[src/rtl/mux_sel_sequencer.sv]
// Round-robin sel1/sel2 generator for mux4to1: grants one of four requesters for up to DWELL cycles.
// Optional MUX_SEQ_STATS_EN adds a saturating 16-bit grant_total counter port.
module mux_sel_sequencer #(
  parameter int DWELL = 4,
  parameter int CNT_W = 8
) (
  input  logic       clk,
  input  logic       rst,
  input  logic       enable,
  input  logic [3:0] req,
  input  logic       done,
  output logic       sel1,
  output logic       sel2,
  output logic       valid,
`ifdef MUX_SEQ_STATS_EN
  output logic [15:0] grant_total,
`endif
  output logic [3:0] grant
);

  typedef enum logic {IDLE, GRANT} state_t;

  localparam logic [CNT_W-1:0] CNT_LOAD = CNT_W'(DWELL - 1);

  state_t           state_q, state_n;
  logic [1:0]       sel_q, sel_n;
  logic             valid_q, valid_n;
  logic [3:0]       grant_q, grant_n;
  logic [CNT_W-1:0] cnt_q, cnt_n;
  logic [1:0]       ptr_q, ptr_n;
  logic [1:0]       win;
  logic [1:0]       idx;
  logic             found;
  logic             issue;

  // Search starts one past the last-served channel so it is considered last.
  always_comb begin
    win   = '0;
    idx   = '0;
    found = 1'b0;
    for (int unsigned i = 1; i <= 4; i++) begin
      idx = ptr_q + 2'(i);
      if (!found && req[idx]) begin
        win   = idx;
        found = 1'b1;
      end
    end
  end

  always_comb begin
    state_n = state_q;
    sel_n   = sel_q;
    valid_n = valid_q;
    grant_n = grant_q;
    cnt_n   = cnt_q;
    ptr_n   = ptr_q;
    issue   = 1'b0;
    case (state_q)
      IDLE: begin
        if (enable && found) issue = 1'b1;
      end
      GRANT: begin
        if (done || cnt_q == '0) begin
          if (enable && found) begin
            issue = 1'b1;
          end else begin
            state_n = IDLE;
            valid_n = 1'b0;
            grant_n = '0;
          end
        end else begin
          cnt_n = cnt_q - 1'b1;
        end
      end
      default: state_n = IDLE;
    endcase
    if (issue) begin
      state_n = GRANT;
      sel_n   = win;
      grant_n = 4'b0001 << win;
      valid_n = 1'b1;
      cnt_n   = CNT_LOAD;
      ptr_n   = win;
    end
  end

  always_ff @(posedge clk) begin
    if (rst) begin
      state_q <= IDLE;
      sel_q   <= '0;
      valid_q <= 1'b0;
      grant_q <= '0;
      cnt_q   <= '0;
      ptr_q   <= 2'd3;
    end else begin
      state_q <= state_n;
      sel_q   <= sel_n;
      valid_q <= valid_n;
      grant_q <= grant_n;
      cnt_q   <= cnt_n;
      ptr_q   <= ptr_n;
    end
  end

`ifdef MUX_SEQ_STATS_EN
  logic [15:0] total_q;

  always_ff @(posedge clk) begin
    if (rst) begin
      total_q <= '0;
    end else if (issue && total_q != '1) begin
      total_q <= total_q + 16'd1;
    end
  end

  assign grant_total = total_q;
`endif

  assign sel1  = sel_q[1];
  assign sel2  = sel_q[0];
  assign valid = valid_q;
  assign grant = grant_q;

endmodule
[config.mk]
export PLATFORM = sky130hd
export DESIGN_NAME = mux_sel_sequencer
export DESIGN_NICKNAME = d
export VERILOG_FILES = /design/src/rtl/mux_sel_sequencer.sv
export SDC_FILE = /design/constraint.sdc
export NUM_CORES = 1
export LEC_CHECK = 0
export ABC_CLOCK_PERIOD_IN_PS = 3260
export CORE_UTILIZATION = 54
export CTS_CLUSTER_DIAMETER = 30
export CTS_CLUSTER_SIZE = 16
export DETAILED_ROUTE_END_ITERATION = 6
export PLACE_DENSITY = 0.84
export SYNTH_ARGS = -nofsm -noshare
export SYNTH_HDL_FRONTEND = slang
export SYNTH_SLANG_ARGS = --single-unit
[constraint.sdc]
create_clock -name clk -period 3.26 [get_ports clk]
set_input_delay 0.815 -clock clk [delete_from_list [all_inputs] [get_ports clk]]
set_output_delay 0.815 -clock clk [all_outputs]
set_load 0.01 [all_outputs]
---- Yosys cells after proc, flatten, opt, wreduce, memory -nomap -nowiden ----
Cells that the tools add are included.
storage, ports and cells
  output and inout port bits .............. 7
  register bits after elaboration ......... 18
operators by class
  equal/unequal tests ..................... 2
  magnitude comparators ................... 4
  shift-type cells ........................ 1
  $add $sub $neg .......................... 4
  bitwise logic cells ..................... 2
  multiplexer cells ....................... 33
  reduce and logical (&&, ||, !) cells .... 15
operator list
  operator               number
  $mux W1                17
  $mux W4                4
  $mux W2                7
  $lt A2 B3 Y1 const B   4
  $bmux W1 S2            4
  $logic_not A8 Y1       1
  $sub A8 B1 Y8 const B  1
  $add A2 B2 Y2 const B  2
  $logic_and A1 B1 Y1    4
  $ne A2 B2 Y1 const B   2
  $reduce_and A2 Y1      2
  $reduce_bool A2 Y1     2
  $shl A1 B2 Y4 const A  1
  $logic_not A1 Y1       3
  $reduce_and A3 Y1      1
  $add A2 B1 Y2 const B  1
  $not A1 Y1             2
  $pmux W1 S2            1
  $reduce_or A2 Y1       1
  $logic_or A1 B1 Y1     1

---- Depth between registers and ports, before layout ----
  depth in word-level cells ............... 19
  depth in mapped cells ................... 7
  gate-level depth less buffers ........... 7

---- Worst setup path before layout ----
OpenSTA, ideal clock, no wires.
  kind .................................... input port to flip-flop
  start point ............................. input done
  end point ............................... register grant_q[2] (netlist: grant[2])
  cell stages on the path ................. 5
  arrival time ............................ 1.776 ns
  buffers on the path ..................... 0
  slack ................................... 1.366 ns
  cells stage by stage .................... nor2b_1 a21boi_4 nand2b_4 nor2_1 a32o_1
between the ends
  word-level cells in the longest chain between the ends .. 5
  elaborated cells between the ends (all ways) .. 8
  classes of those cells .................. eq/ne (1); mux (3); reduce/logical (4)
RTL lines
  element                                                              line  RTL
  from (decl)                                                          11    input logic done,
  $logic_or A1 B1 Y1 *                                                 63    if (done || cnt_q == '0) begin
  $mux W1                                                              63
  $pmux W1 S2                                                          58    case (state_q)
  $ne A2 B2 Y1 (no source line) or $reduce_bool A2 Y1 (tied branches)  --
  $reduce_and A3 Y1 (no source line)                                   --
  to (signal assigned)                                                 99    grant_q <= grant_n;
  to (decl)                                                            28    logic [3:0] grant_q, grant_n;
Mark *: on every way between the ends. The rest lies on a longest branch, timed or not.
A chain may end at the register's enable or synchronous reset.

---- Worst setup path after layout ----
  start point ............................. input req[3]
  end point ............................... register grant_q[2] (netlist: grant[2])
between the ends
  word-level cells in the longest chain between the ends .. 18
  elaborated cells between the ends (all ways) .. 32
  classes of those cells .................. eq/ne (1); shift (1); mux (20); reduce/logical (10)
RTL lines
  element                                                              line    RTL
  from (decl)                                                          10      input logic [3:0] req,
  $bmux W1 S2                                                          43      if (!found && req[idx]) begin
  $mux W1 (implied by the code)                                        43
  $mux W1                                                              43
  $logic_not A1 Y1                                                     43
  $logic_and A1 B1 Y1                                                  43
  $mux W1                                                              43
  $logic_not A1 Y1                                                     43
  $logic_and A1 B1 Y1                                                  43
  [... 2 more ...]                                                     --
  $logic_and A1 B1 Y1                                                  43
  $mux W1                                                              43
  $logic_and A1 B1 Y1                                                  60, 64
  $mux W1                                                              60, 64
  $mux W1                                                              63
  $pmux W1 S2                                                          58
  $ne A2 B2 Y1 (no source line) or $reduce_bool A2 Y1 (tied branches)  --
  $reduce_and A3 Y1 (no source line)                                   --
Several ways; a longest one is shown, not always the timed one. The select of a mux whose other input is x is not followed.

==> impl_metrics.py <==
metrics = {
    "synth": {
        "seq_area_frac_synth_pct": 41.7,
        "async_reset_ff_share_pct": 0,
        "syn_area_per_cell_um2": 9.20,
        "synth_top_area_share_pct": 41.7,
        "synth_edf_count": 0,
        "ys.flop_type": "dfxtp_1",
        "ys_warn_count": 0,
        "yosysTopAreaCell": "dfxtp_1",
        "synthCells": 94,
        "yosys-top-cells-area": "dfxtp_1, nor2_1, xor2_1",
        "synth.distinct_cells": 31,
        "syn-num-nets": 104,
        "ys_ff_latch": 18,
        "synthesis.area_um2": 865,
    },
    "die": {
        "die_w_um": 42.0,
        "num_rows": 14,
        "core_area_mm2": 0.00151,
        "die_area_mm2": 0.00177,
        "fp.dieH_um": 42.0,
        "ios": 15,
        "start_util_pct": 57.4,
    },
    "hold_path": {
        "hold_path_class": "flop to flop",
    },
    "timing": {
        "setup_slack_ns": 1.06,
        "worst_pin_slew_ns": 0.444,
        "rsz0062_at_grt": "no",
        "post-route-period-util_pct": 67.6,
        "fmax_mhz": 454,
        "finClkSkew_ns": 0.00809,
        "hold_violations": 0,
        "period_needed_ns": 2.20,
        "relSlewSlack_pct": 70.1,
        "slew_viol_final": 0,
        "setup_tns_ns": 0,
        "setup_viol": 0,
    },
    "drt": {
        "dr.pass1.iters": 4,
        "wirelength_um": 1800,
        "wl_per_cell_um": 14.2,
        "viasPerCell": 5.68,
        "vias": 721,
        "drtIter0Drc": 11,
        "drc": 0,
        "drtAntennaViolNets": 0,
    },
    "worst_setup_path": {
        "startpoint_type": "primary input",
        "worstPathCellList": "clkdlybuf4s50_1 > nand2b_1 > a21boi_0 > o21ai_0 > nor2_1 > a32o_1",
        "worstPathRequired_ns": 3.46,
        "slowest_delay_ns": 0.56,
        "crit_fanout": 5,
        "worst-setup-path-type": "primary input to flop",
        "arrival_ns": 2.40,
        "slowest_stage": "clkdlybuf4s50_1",
        "critPathTopFamily": "compound AO/OA/AOI/OAI gates",
        "rrSetupSlack_ns": 1.45,
        "path_buf_inv": 1,
        "crit_path_end_kind": "flop",
    },
    "global_route": {
        "grt.total_usage_pct": 21.3,
        "grt_pass1_vias": 678,
        "antenna_found_initial": 0,
        "grt-ovfl-total": 0,
        "grt_max_degree": 11,
        "grt_pass1_wl_um": 2880,
    },
    "cts": {
        "cts_resized": 0,
        "cts_root_buf": "clkbuf_4",
        "h-tree-depth": 1,
        "cts.sinks": 18,
        "cts_inserted_buffers": 3,
        "cts_tree": "done",
        "cts_buffer_depth": 2,
        "postCtsSetupBuffers": 0,
        "clkTransAtPathRegs_ns": 0.10,
        "postCtsHoldBufs": 0,
        "clk_latency_ns": 0.30,
    },
    "layout": {
        "fin_cells": 127,
        "drive_gt1_share_pct": 9.01,
        "finalNetCount": 122,
        "fillers": 123,
        "diodes": 0,
        "areaGrowthSynthToFinish_pct": 22.3,
    },
    "pwr": {
        "vdd_drop_max_uv": 307,
        "total_leakage_power_nw": 0.418,
        "power_density_mw_per_mm2": 454,
    },
    "outcome": {
        "outcome": "complete, no violations",
    },
    "placement": {
        "dp.cells": 123,
        "place_ws_ns": 0.789,
        "hpwl_um": 1290,
        "port_buffers": 14,
        "gp_congestion": 0.813,
    },
    "run": {
        "cap_viol_max_count": 0,
    },
}
[registers in the layout, summed over array words and instances (netlist names)]
register,cells
cnt_q,8
valid,1
ptr_q,2
sel_q,2
state_q,1
grant,4
[cell families (layout without fill, tap and decap cells)]
kind of cell	count (synthesis)	in the layout	share of synthesized area, %
xor+xnor	5	5	5.06
mux	2	2	2.32
compound gates	18	18	15.9
flops	18	18	41.7
fa+ha+maj	2	2	2.89
simple gates	43	43	29.5
buf+inv	6	23	2.60
[placed cells by master, fill, tap and decap left out, types with 2 or more instances in the layout]
master	instances
nand3_1	4
nor2_1	16
a22o_1	2
inv_1	5
dfxtp_1	18
nand2_1	6
clkdlybuf4s50_1	14
nand2b_1	3
nor3_1	3
ha_1	2
xor2_1	5
o21ai_0	2
nor2b_1	2
clkbuf_4	3
mux2i_1	2
a211oi_1	2
nand4b_1	2
a21oi_1	5
[cell type report]
cell class                 count  area, um2  share of cell area [%]
multi-input combinational     70        482                    45.6
timing repair buffer          14        140                    13.3
inverter                       5       18.8                    1.78
sequential                    18        360                    34.1
tap                           16       20.0                    1.89
clock buffer                   4       36.3                    3.43
[layer usage]
layer  vias up  track usage (%)  wire [um]
met2        27             34.4        839
met3         4             3.45         91
met1       328             26.5        832
met5         -                0          0
li1        362                -          -
met4         0             13.1         36
[worst min-delay path: stages, from the launching register on]
cell and delay, ns:
dfxtp_1 0.33, nand3_1 0.06, a21oi_1 0.06
[per-stage QoR]
step           utilization [%]  cell area (um2)  power (mW)  hold WS [ns]
2_1_floorplan                -              865       0.306         0.467
3_3_place_gp              67.8             1020       0.338         0.452
3_5_place_dp              67.8             1020       0.341         0.460
4_1_cts                   70.2             1060       0.480         0.474
5_1_grt                   70.2             1060       0.500         0.482
6_report                  70.2             1060       0.480         0.485
[final timing paths]
kind             from  cells past startpoint       end
max            req[3]                      6  grant[2]
min          grant[3]                      2  grant[3]
max reg2reg  cnt_q[0]                      7  sel_q[0]
min reg2reg  grant[3]                      2  grant[3]
[Yosys cell counts (2+ instances only)]
master	instances
a211oi_1	2
mux2i_1	2
a22o_1	2
nand4b_1	2
nor2_1	16
nor3_1	3
dfxtp_1	18
nand2b_1	3
nor2b_1	2
nand3_1	4
o21ai_0	2
inv_1	5
xor2_1	5
ha_1	2
nand2_1	6
a21oi_1	5
[power by group]
part,leakage [nW],total (mW),switching (mW),internal [mW]
clock,0.0210,0.142,0.0735,0.0682
sequential,0.148,0.244,0.0111,0.233
combinational,0.249,0.0942,0.0473,0.0469
total,0.418,0.480,0.132,0.348
No activity file was read; power rests on OpenSTA's default activity.
